[config.mk]
export PLATFORM = sky130hd
export DESIGN_NAME = axis_burst_reader
export DESIGN_NICKNAME = d
export VERILOG_FILES = /design/src/rtl/axis_burst_pkg.sv /design/src/rtl/axis_burst_reader.sv
export SDC_FILE = /design/constraint.sdc
export NUM_CORES = 1
export LEC_CHECK = 0
export CAP_MARGIN = 15
export CORE_MARGIN = 2
export CORE_UTILIZATION = 49
export CTS_CLUSTER_SIZE = 40
export DETAILED_ROUTE_END_ITERATION = 8
export GPL_TIMING_DRIVEN = 0
export PLACE_DENSITY = 0.84
export SETUP_SLACK_MARGIN = 0.3
export SYNTH_ARGS = -nofsm -noshare
export SYNTH_HDL_FRONTEND = slang
export SYNTH_SLANG_ARGS = --single-unit
[constraint.sdc]
create_clock -name aclk -period 5.74 [get_ports aclk]
set_clock_uncertainty 0.15 [all_clocks]
set_input_delay 1.148 -clock aclk [delete_from_list [all_inputs] [get_ports aclk]]
set_output_delay 1.148 -clock aclk [all_outputs]
set_load 0.02 [all_outputs]
[src/rtl/axis_burst_pkg.sv]
// Shared types for the AXI4-Stream burst reader.
// Holds the FSM encoding and the burst length width.
package axis_burst_pkg;

    localparam int LENGTH_WIDTH = 16;

    typedef enum logic {
        IDLE  = 1'b0,
        BURST = 1'b1
    } state_t;

endpackage

[src/rtl/axis_burst_reader.sv]
// Releases FIFO data in whole bursts of cfg_length words with tlast,
// flushing a partial burst after a programmable idle timeout.
module axis_burst_reader
    import axis_burst_pkg::*;
#(
    parameter int AXIS_TDATA_WIDTH = 32,
    parameter int CNTR_WIDTH       = 32
) (
    input  logic                        aclk,
    input  logic                        aresetn,
    input  logic                        cfg_enable,
    input  logic [LENGTH_WIDTH-1:0]     cfg_length,
    input  logic [CNTR_WIDTH-1:0]       cfg_timeout,
    input  logic [CNTR_WIDTH-1:0]       fifo_count,
    input  logic [AXIS_TDATA_WIDTH-1:0] s_axis_tdata,
    input  logic                        s_axis_tvalid,
    output logic                        s_axis_tready,
    output logic [AXIS_TDATA_WIDTH-1:0] m_axis_tdata,
    output logic                        m_axis_tvalid,
    input  logic                        m_axis_tready,
    output logic                        m_axis_tlast,
    output logic [CNTR_WIDTH-1:0]       sts_bursts,
    output logic [CNTR_WIDTH-1:0]       sts_partial,
    output logic                        busy
);

    state_t                  state;
    logic [LENGTH_WIDTH-1:0] remaining;
    logic [CNTR_WIDTH-1:0]   timer;
    logic                    partial;

    logic [CNTR_WIDTH-1:0]   length_ext;
    logic [CNTR_WIDTH-1:0]   timer_inc;
    logic                    full_go;
    logic                    timer_run;
    logic                    flush_go;
    logic                    beat;
    logic                    last;

    assign length_ext = CNTR_WIDTH'(cfg_length);

    // The timer saturates so a long wait can never wrap and miss the flush.
    assign timer_inc = (&timer) ? timer : timer + CNTR_WIDTH'(1);

    assign full_go = cfg_enable && (cfg_length != '0)
                     && (fifo_count >= length_ext);

    assign timer_run = cfg_enable && (cfg_timeout != '0)
                       && (fifo_count != '0)
                       && (fifo_count < length_ext);

    assign flush_go = timer_run && (timer_inc >= cfg_timeout);

    assign busy          = (state == BURST);
    assign beat          = busy && s_axis_tvalid && m_axis_tready;
    assign last          = busy && (remaining == '0);
    assign m_axis_tlast  = last;
    assign m_axis_tdata  = s_axis_tdata;
    assign m_axis_tvalid = busy && s_axis_tvalid;
    assign s_axis_tready = busy && m_axis_tready;

    always_ff @(posedge aclk) begin
        if (!aresetn) begin
            state       <= IDLE;
            remaining   <= '0;
            timer       <= '0;
            partial     <= 1'b0;
            sts_bursts  <= '0;
            sts_partial <= '0;
        end else begin
            case (state)
                IDLE: begin
                    if (full_go) begin
                        state     <= BURST;
                        remaining <= cfg_length - LENGTH_WIDTH'(1);
                        partial   <= 1'b0;
                        timer     <= '0;
                    end else if (flush_go) begin
                        state     <= BURST;
                        remaining <= fifo_count[LENGTH_WIDTH-1:0]
                                     - LENGTH_WIDTH'(1);
                        partial   <= 1'b1;
                        timer     <= '0;
                    end else if (timer_run) begin
                        timer <= timer_inc;
                    end else begin
                        timer <= '0;
                    end
                end
                BURST: begin
                    if (beat) begin
                        if (last) begin
                            state      <= IDLE;
                            sts_bursts <= sts_bursts + CNTR_WIDTH'(1);
                            if (partial) begin
                                sts_partial <= sts_partial + CNTR_WIDTH'(1);
                            end
                        end else begin
                            remaining <= remaining - LENGTH_WIDTH'(1);
                        end
                    end
                end
                default: state <= IDLE;
            endcase
        end
    end

endmodule

==> results of run 1 <==
[area by class of cell]
cell class                 count  area share
buffer                        65      0.0366
clock buffer                  21      0.0455
clock inverter                10      0.0128
inverter                      64      0.0232
multi-input combinational    742       0.460
sequential                   114       0.221
tap                          188      0.0227
timing repair buffer         184       0.178
[state kept, by name (all words and copies together), names as in the netlist]
name / flops
partial: 1
sts_partial: 32
sts_bursts: 32
remaining: 16
timer: 32
busy: 1
[worst register-to-register path: cells and delay by family (launching register included)]
kind	cells	cell delay, ns
flip-flops	1	0.34
multiplexers	1	0.14
buffers and inverters	2	0.45
AO/OA/AOI/OAI	5	1.00
AND/OR/NAND/NOR	11	2.71
adder cells (fa/ha/maj)	1	0.29
[synth_stat cells, drive strengths merged (2+ instances only)]
master	number	area [um^2]
o21ai	28	140
nand4b	2	17.5
a211oi	7	57.6
a21boi	3	22.5
xnor2	31	272
a21o	11	82.6
ha	52	651
a311oi	5	43.8
inv	63	236
nand2	120	450
nor3b	2	15.0
or2	3	18.8
o21a	4	30.0
a2111oi	2	17.5
a22oi	5	37.5
a21oi	61	305
or3	15	98.8
or4	4	30.0
o22ai	3	18.8
nand2b	6	37.5
nor4	35	255
xor2	59	517
and3	28	175
buf	36	262
nor2	97	364
nand3	46	243
a32oi	8	70.1
a31oi	2	12.5
nand4	31	194
nor2b	4	25.0
clkbuf	29	109
and2	20	125
nor3	16	85.1
mux2i	6	60.1
dfxtp	114	2280
o211a	2	20.0
a31o	4	35.0
and4	7	61.3
[worst max-delay path by stage]
stage	from	to	slack (ns)	cells past startpoint
floorplan	timer[20]	remaining[9]	1.12	20
global placement	timer[20]	timer[27]	-0.17	19
detailed placement	timer[20]	timer[27]	-0.24	19
CTS	timer[20]	timer[27]	0.28	19
global route	timer[20]	remaining[9]	0.20	22
finish	timer[14]	remaining[9]	0.58	20
[kinds of logic after synthesis]
logic type,after synthesis,synth area share
adder cells (fa/ha/maj),52,0.0856
flip-flops,114,0.300
AND/OR/NAND/NOR,438,0.291
buffers and inverters,129,0.0804
XOR/XNOR,90,0.104
AO/OA/AOI/OAI,156,0.131
multiplexers,6,0.00791
[where the power goes]
part	leakage (nW)	internal, mW	switching, mW	total [mW]
combinational	3.04	0.158	0.173	0.330
clock	0.302	0.711	0.373	1.08
sequential	0.921	0.806	0.0159	0.822
[timing repair]
action / in CTS / in global routing
resized for setup: 6 / 17
pin swaps: 0 / 1
hold endpoints to repair: 0 / 0
setup endpoints to repair: 40 / 47
[per-stage QoR]
| stage | setup WS, ns | hold slack [ns] | std cells |
|---|---|---|---|
| after floorplan | 1.12 | 0.286 | 985 |
| after global placement | -0.169 | 0.299 | 1357 |
| after detailed placement | -0.244 | 0.318 | 1357 |
| after CTS | 0.277 | 0.325 | 1388 |
| after global routing | 0.205 | 0.335 | 1388 |
| final | 0.577 | 0.327 | 1388 |
[routing by layer]
metal  vias up  routed length, um  track usage
li1       3839                  -            -
met1      3549               9230        0.315
met2       279              10400        0.450
met3        54               1270       0.0424
met4         0                645        0.125
met5         -                  0            0
==> impl_metrics.env, run 1 <==
export IMPL_status="finished, final reports clean"
export IMPL_dieArea_mm2=0.0165
export IMPL_cts_tree="built"
export IMPL_io_buffers=184
export IMPL_reg2reg_depth=20
export IMPL_mostFrequentLayoutCell="clkdlybuf4s50_1"
export IMPL_fin_util=0.680
export IMPL_synthesis_nets=1154
export IMPL_multiInputGateArea_mm2=0.00476
export IMPL_grt_overflow_total=0
export IMPL_worst_r2r_startpoint="timer[14]"
export IMPL_critical_path_top_delay_family="simple AND/OR/NAND/NOR gates"
export IMPL_hp_class="flip-flop to flip-flop"
export IMPL_period_share=0.899
export IMPL_ir_worst_vdd_mv=0.233
export IMPL_synthFlopType="dfxtp_1"
export IMPL_yosys_warnings=0
export IMPL_rsz0062_at_grt="true"
export IMPL_powerDensity_mw_per_mm2=216
export IMPL_crit_slowest_cell="or3b_2"
export IMPL_cts_hold_buf=0
export IMPL_area_growth_pct=36.2
export IMPL_track_usage=0.260
export IMPL_drc_errors=0
export IMPL_drtAntennaViolNets=0
export IMPL_clockBufferDepth=2
export IMPL_synth_edf_count=0
export IMPL_ys_seq_area_frac=0.300
export IMPL_r2r_end="remaining[9]"
export IMPL_drive_gt1_frac=0.0808
export IMPL_setup_viol=0
export IMPL_diodes=0
export IMPL_path_clk_slew_ns=0.05
export IMPL_clock_sinks=114
export IMPL_crit_path_cell_trace="and4_1, nand4_1, nor4_4, and2_2, or3_1, clkbuf_2, nor2_4, nand3_1, o21a_1, or2_2, ha_1, nand4_1, nor4_1, o21ai_1, a21oi_2, o21a_1, clkbuf_2, or3b_2, mux2i_1, a31o_2"
export IMPL_tightest_slew_ns=0.664
export IMPL_p_leak_nw=4.26
export IMPL_critPathCaptureType="flip-flop"
export IMPL_cts_setup_buffers=0
export IMPL_crit_fanout=10
export IMPL_min_from="remaining[10]"
export IMPL_grt_start_max_net_pins=17
export IMPL_root_buffer="clkbuf_16"
export IMPL_totalPowerFinal_mw=2.24
export IMPL_fmax_mhz=194
export IMPL_vias=7721
export IMPL_startpoint_type="flip-flop"
export IMPL_arrival_ns=5.37
export IMPL_hpwl_um=16500
export IMPL_async_reset_ff_frac=0
export IMPL_core_mm2=0.0152
export IMPL_drt_total_wl_um=21600
export IMPL_layout_common_cells="clkdlybuf4s50_1, nand2_1, dfxtp_1, nor2_1, inv_1"
export IMPL_dr_first_iter_drc_count=521
export IMPL_die_y_um=129
export IMPL_cts_made_buffers=17
export IMPL_grt_pass1_wl_um=34800
export IMPL_placed_area_mm2=0.00967
export IMPL_drv_slew=0
export IMPL_fp_dieW_um=129
export IMPL_seqCellArea_mm2=0.00228
export IMPL_nNetsFinal=1357
export IMPL_hold_depth=2
export IMPL_syn_instance_count=985
export IMPL_place_congestion=0.970
export IMPL_fin_setup_tns_ns=0
export IMPL_grt_pass1_vias=7458
export IMPL_crit_buf_inv=2
export IMPL_routed_via_density=5.56
export IMPL_reg2reg_slack_ns=0.58
export IMPL_syn_area_per_cell_um2=7.71
export IMPL_dr_pass1_iters=5
export IMPL_antenna_found_initial=0
export IMPL_fill_cells=1298
export IMPL_wl_per_cell_um=15.5
export IMPL_min_to="remaining[10]"
export IMPL_synth_cell_types=62
export IMPL_layout_min_cycle_time_ns=5.16
export IMPL_fin_area_mm2=0.0103
export IMPL_slew_headroom=0.554
export IMPL_insertion_delay_ns=0.42
export IMPL_synthesis_area_mm2=0.00760
export IMPL_drv_cap=0
export IMPL_fp_row_count=45
export IMPL_ios=217
export IMPL_crit_type="flip-flop to flip-flop"
export IMPL_cpPeakStageDelay_ns=0.48
export IMPL_ctsHtreeMaxLevel=4
export IMPL_required_ns=5.95
export IMPL_start_util=0.500
export IMPL_hold_viol_final=0
export IMPL_ys_ff_latch=114
(Power assumes the default switching activity.)
==> run 2, diff against run 1 <==
Settings changed: CORE_ASPECT_RATIO from default to 0.5, DONT_BUFFER_PORTS from default to 1, PLACE_DENSITY 0.84 to 0.66.
Clock period 5.74 ns to 6.1 ns, I/O delays scaled along.
==> run 2 against run 1 <==
  * Cell area decreased by 18%
  * Sequential share of layout area increased by 5.0 points
  * Highest routed layer unchanged
  * Largest cell class unchanged
  * Sequential power decreased by 6.0%
  * Power decreased by 14%
  * Largest power group unchanged
==> impl_metrics.env, run 2 (synthesis gave the netlist of run 1 again) <==
export IMPL_drive_gt1_frac=0.0923
export IMPL_place_congestion=0.911
export IMPL_hp_class="flip-flop to flip-flop"
export IMPL_cpPeakStageDelay_ns=0.43
export IMPL_status="finished, final reports clean"
export IMPL_drv_slew=0
export IMPL_fp_dieW_um=180
export IMPL_crit_slowest_cell="dfxtp_1"
export IMPL_path_clk_slew_ns=0.06
export IMPL_diodes=0
export IMPL_hold_viol_final=0
export IMPL_ios=217
export IMPL_dieArea_mm2=0.0166
export IMPL_powerDensity_mw_per_mm2=227
export IMPL_drc_errors=0
export IMPL_p_leak_nw=3.53
export IMPL_crit_type="flip-flop to flip-flop"
export IMPL_fmax_mhz=186
export IMPL_fill_cells=1442
export IMPL_grt_pass1_wl_um=32800
export IMPL_rsz0062_at_grt="false"
export IMPL_path_depth=22
export IMPL_core_mm2=0.0153
export IMPL_die_y_um=92.0
export IMPL_required_ns=6.28
export IMPL_dr_first_iter_drc_count=471
export IMPL_wl_per_cell_um=16.7
export IMPL_cts_tree="built"
export IMPL_ir_worst_vdd_mv=0.169
export IMPL_reg2reg_depth=22
export IMPL_vias=7075
export IMPL_layout_min_cycle_time_ns=5.37
export IMPL_cts_hold_buf=0
export IMPL_seqCellArea_mm2=0.00228
export IMPL_grt_start_max_net_pins=17
export IMPL_min_from="partial"
export IMPL_startpoint_type="flip-flop"
export IMPL_r2r_end="timer[27]"
export IMPL_cts_made_buffers=17
export IMPL_tightest_slew_ns=1.12
export IMPL_crit_path_cell_trace="nand3_1, or3_1, nor4_2, and2_1, or3_1, clkbuf_1, nor2_1, nand2_1, nor2_1, xor2_1, ha_1, a21oi_1, nor2b_1, o21ai_0, a211oi_1, a311oi_2, a21oi_2, buf_4, nor3_4, clkbuf_2, o21ai_0, a311oi_1"
export IMPL_critPathCaptureType="flip-flop"
export IMPL_io_buffers=0
export IMPL_reg_top3="sts_bursts x32, sts_partial x32, timer x32"
export IMPL_clock_sinks=114
export IMPL_arrival_ns=5.54
export IMPL_track_usage=0.244
export IMPL_root_buffer="clkbuf_16"
export IMPL_worst_r2r_startpoint="timer[20]"
export IMPL_clockBufferDepth=2
export IMPL_hold_depth=2
export IMPL_fp_row_count=32
export IMPL_min_to="partial"
export IMPL_setup_viol=0
export IMPL_hpwl_um=15800
export IMPL_drt_total_wl_um=20500
export IMPL_totalPowerFinal_mw=1.92
export IMPL_reg2reg_slack_ns=0.73
export IMPL_start_util=0.497
export IMPL_crit_fanout=10
export IMPL_mostFrequentLayoutCell="nand2_1"
export IMPL_grt_overflow_total=0
export IMPL_layout_common_cells="nand2_1, dfxtp_1, nor2_1, inv_1, a21oi_1"
export IMPL_multiInputGateArea_mm2=0.00473
export IMPL_fin_setup_tns_ns=0
export IMPL_slew_headroom=0.251
export IMPL_routed_via_density=5.79
export IMPL_ctsHtreeMaxLevel=4
export IMPL_critical_path_top_delay_family="simple AND/OR/NAND/NOR gates"
export IMPL_drtAntennaViolNets=0
export IMPL_area_growth_pct=11.1
export IMPL_insertion_delay_ns=0.42
export IMPL_period_share=0.880
export IMPL_antenna_found_initial=0
export IMPL_grt_pass1_vias=6792
export IMPL_crit_buf_inv=3
export IMPL_fin_hold_ws_ns=0.326
export IMPL_drv_cap=0
export IMPL_nNetsFinal=1174
export IMPL_dr_pass1_iters=5
## run 2: cell types whose count changed in the layout (fill, tap and decap cells not counted), sizes merged
cell | before | now
bufinv | 3 | 0
clkinvlp | 0 | 2
clkdlybuf4s50 | 184 | 0
clkinv | 8 | 10
inv | 63 | 66
clkbuf | 49 | 47
## run 2: how the worst max path moves through the flow
stage,start,endpoint,slack (ns)
6_report,timer[20],timer[27],0.73
2_1_floorplan,timer[20],remaining[9],1.48
4_1_cts,timer[20],remaining[9],0.30
5_1_grt,timer[20],timer[27],0.31
3_3_place_gp,timer[20],timer[27],0.15
3_5_place_dp,timer[20],timer[27],0.16
## run 2: report_power, final
group / switching, mW / internal (mW) / total (mW) / leakage (nW)
sequential: 0.0151 / 0.758 / 0.773 / 0.921
clock: 0.387 / 0.534 / 0.921 / 0.268
combinational: 0.140 / 0.0828 / 0.223 / 2.34
total: 0.542 / 1.37 / 1.92 / 3.53
## run 2: per-layer routing
layer,share of wire,track usage,vias to the layer above
li1,-,-,3466
met1,0.46,0.316,3291
met2,0.44,0.398,291
met3,0.083,0.0683,27
met4,0.015,0.0733,0
met5,0,0,-
## run 2: repair_timing
action	CTS	global route
setup endpoints to repair	10	46
buffers inserted	0	1
pin swaps	0	1
endpoints found under the hold margin	0	0
cloned	0	0
resized for setup	1	15
## run 2: metrics by stage
stage                      util  instances  setup slack (ns)  instance area, um^2
final                     0.552       1222             0.734                 8440
after global routing      0.552       1222             0.315                 8440
after CTS                 0.549       1221             0.301                 8400
after detailed placement  0.513       1189             0.162                 7850
after global placement    0.513       1189             0.153                 7850
after floorplan               -        985              1.48                 7600
## run 2: final cells by class
class	count	share of cell area
multi-input combinational	742	0.561
tap	204	0.0302
inverter	64	0.0285
clock buffer	18	0.0520
timing repair buffer	1	0.000889
clock inverter	14	0.0127
buffer	65	0.0446
sequential	114	0.270
## run 2: worst register-to-register path, delay by kind of cell (launching register included)
family	cells	cell delay (ns)
buffers and inverters	3	0.76
AND/OR/NAND/NOR	10	2.14
XOR/XNOR	1	0.14
flip-flops	1	0.43
adder cells (fa/ha/maj)	1	0.30
AO/OA/AOI/OAI	7	1.35
==> run 3, diff against run 2 <==
Settings changed: GPL_ROUTABILITY_DRIVEN from default to 0.
==> run 3 against run 2 <==
  * Worst hold slack got worse by 0.00076 ns
  * Utilization is 0.30 points higher
  * Non-clock buffer count down 1
  * Routed wire length decreased by 0.89%
  * Sequential power hardly changed
  * Sequential cell count is the same
  * Cell count is essentially flat
  * Clock-buffer cell count shrank 1
  * Cell area grew 0.55%
  * Critical path type unchanged
==> impl_metrics.env, run 3 (synthesis gave the netlist of run 1 again) <==
export IMPL_status="finished, final reports clean"
export IMPL_layout_common_cells="nand2_1, dfxtp_1, nor2_1, inv_1, a21oi_1"
export IMPL_fp_row_count=32
export IMPL_crit_type="flip-flop to flip-flop"
export IMPL_cts_made_buffers=17
export IMPL_hold_depth=2
export IMPL_instances_no_fill=1221
export IMPL_startpoint_type="flip-flop"
export IMPL_crit_path_cell_trace="nand3_1, or3_1, nor4_2, and2_1, or3_1, clkbuf_1, nor2_1, nand3_1, nor3_1, or2_2, ha_1, nand4_1, nor4_1, o21ai_1, a21oi_2, o21a_1, clkbuf_2, or3b_2, mux2i_1, a31o_2"
export IMPL_place_worst_setup_slack_ns=0.237
export IMPL_root_buffer="clkbuf_16"
export IMPL_reg_top3="sts_bursts x32, sts_partial x32, timer x32"
export IMPL_reg2reg_depth=20
export IMPL_drv_cap=0
export IMPL_powerDensity_mw_per_mm2=236
export IMPL_start_util=0.497
export IMPL_hpwl_um=15900
export IMPL_slew_headroom=0.304
export IMPL_p_leak_nw=3.54
export IMPL_seqCellArea_mm2=0.00228
export IMPL_r2r_end="remaining[9]"
export IMPL_crit_buf_inv=2
export IMPL_ir_worst_vdd_mv=0.196
export IMPL_arrival_ns=5.64
export IMPL_grt_overflow_total=0
export IMPL_clock_sinks=114
export IMPL_path_clk_slew_ns=0.06
export IMPL_core_mm2=0.0153
export IMPL_min_from="remaining[10]"
export IMPL_dr_first_iter_drc_count=493
export IMPL_drv_slew=0
export IMPL_min_to="remaining[10]"
export IMPL_fill_cells=1447
export IMPL_dpl_cell_count=1189
export IMPL_drt_total_wl_um=20300
export IMPL_grt_start_max_net_pins=17
export IMPL_required_ns=6.31
export IMPL_ios=217
export IMPL_drive_gt1_frac=0.0924
export IMPL_tightest_slew_ns=1.04
export IMPL_drtAntennaViolNets=0
export IMPL_grt_pass1_vias=7006
export IMPL_hold_viol_final=0
export IMPL_setup_viol=0
export IMPL_nNetsFinal=1173
export IMPL_crit_fanout=10
export IMPL_vias=7135
export IMPL_area_growth_pct=11.7
export IMPL_diodes=0
export IMPL_setup_slack_ns=0.676
export IMPL_clockBufferDepth=2
export IMPL_critical_path_top_delay_family="simple AND/OR/NAND/NOR gates"
export IMPL_startpoint="timer[20]"
export IMPL_io_buffers=0
export IMPL_drc_errors=0
export IMPL_cts_hold_buf=0
export IMPL_worst_r2r_startpoint="timer[20]"
export IMPL_fp_dieW_um=180
export IMPL_dieArea_mm2=0.0166
export IMPL_fmax_mhz=184
export IMPL_reg2reg_slack_ns=0.68
export IMPL_hp_class="flip-flop to flip-flop"
export IMPL_crit_slowest_cell="or3b_2"
export IMPL_mostFrequentLayoutCell="nand2_1"
export IMPL_fin_setup_tns_ns=0
export IMPL_multiInputGateArea_mm2=0.00473
export IMPL_wl_per_cell_um=16.6
export IMPL_cts_setup_buffers=0
export IMPL_grt_pass1_wl_um=33500
export IMPL_cts_tree="built"
export IMPL_antenna_found_initial=0
export IMPL_critPathCaptureType="flip-flop"
export IMPL_track_usage=0.249
export IMPL_period_share=0.889
export IMPL_die_y_um=92.0
export IMPL_routed_via_density=5.84
export IMPL_rsz0062_at_grt="false"
export IMPL_dr_pass1_iters=5
export IMPL_insertion_delay_ns=0.42
export IMPL_ctsHtreeMaxLevel=4
export IMPL_cpPeakStageDelay_ns=0.46
export IMPL_layout_min_cycle_time_ns=5.42
-- run 3: timing repair --
item / in CTS / in global routing
gates resized for setup: 1 / 17
cloned: 0 / 0
hold endpoints to repair: 0 / 0
pin swaps: 0 / 1
endpoints found under the setup margin: 3 / 45
-- run 3: how the worst max path moves through the flow --
stage | to | slack (ns) | cells after the start
5_1_grt | remaining[9] | 0.33 | 20
3_5_place_dp | timer[0] | 0.24 | 19
6_report | remaining[9] | 0.68 | 20
2_1_floorplan | remaining[9] | 1.48 | 20
4_1_cts | remaining[9] | 0.34 | 20
3_3_place_gp | timer[27] | 0.16 | 19
-- run 3: area by class of cell --
cell class / count / share of cell area
well taps: 204 / 0.0301
clock buffers: 17 / 0.0501
flip-flops and latches: 114 / 0.269
clock inverters: 15 / 0.0205
inverters: 64 / 0.0283
multi-input cells: 742 / 0.558
plain buffers: 65 / 0.0445
-- run 3: tightest hold or removal path: stages, from the launching register on --
cell	delay (ns)
dfxtp_1	0.32
nand2_1	0.06
a21oi_1	0.05
-- run 3: stage by stage --
step,hold WS (ns),util,power (mW),area (um^2)
2_1_floorplan,0.286,-,0.959,7600
3_3_place_gp,0.306,0.513,1.00,7850
5_1_grt,0.359,0.555,2.08,8490
6_report,0.325,0.555,2.01,8490
3_5_place_dp,0.314,0.513,1.01,7850
4_1_cts,0.324,0.553,2.02,8460
-- run 3: routing by layer --
layer  global-route usage  vias to the layer above  routed length, um
met5                    0                        -                  0
met4               0.0726                        0                240
met3               0.0663                       23               1620
met2                0.411                      275               9100
met1                0.322                     3368               9330
li1                     -                     3469                  -
-- run 3: power by group --
| part | internal (mW) | switching, mW | total, mW |
|---|---|---|---|
| combinational | 0.0829 | 0.138 | 0.221 |
| clock | 0.613 | 0.398 | 1.01 |
| sequential | 0.758 | 0.0147 | 0.772 |
| total | 1.45 | 0.551 | 2.00 |
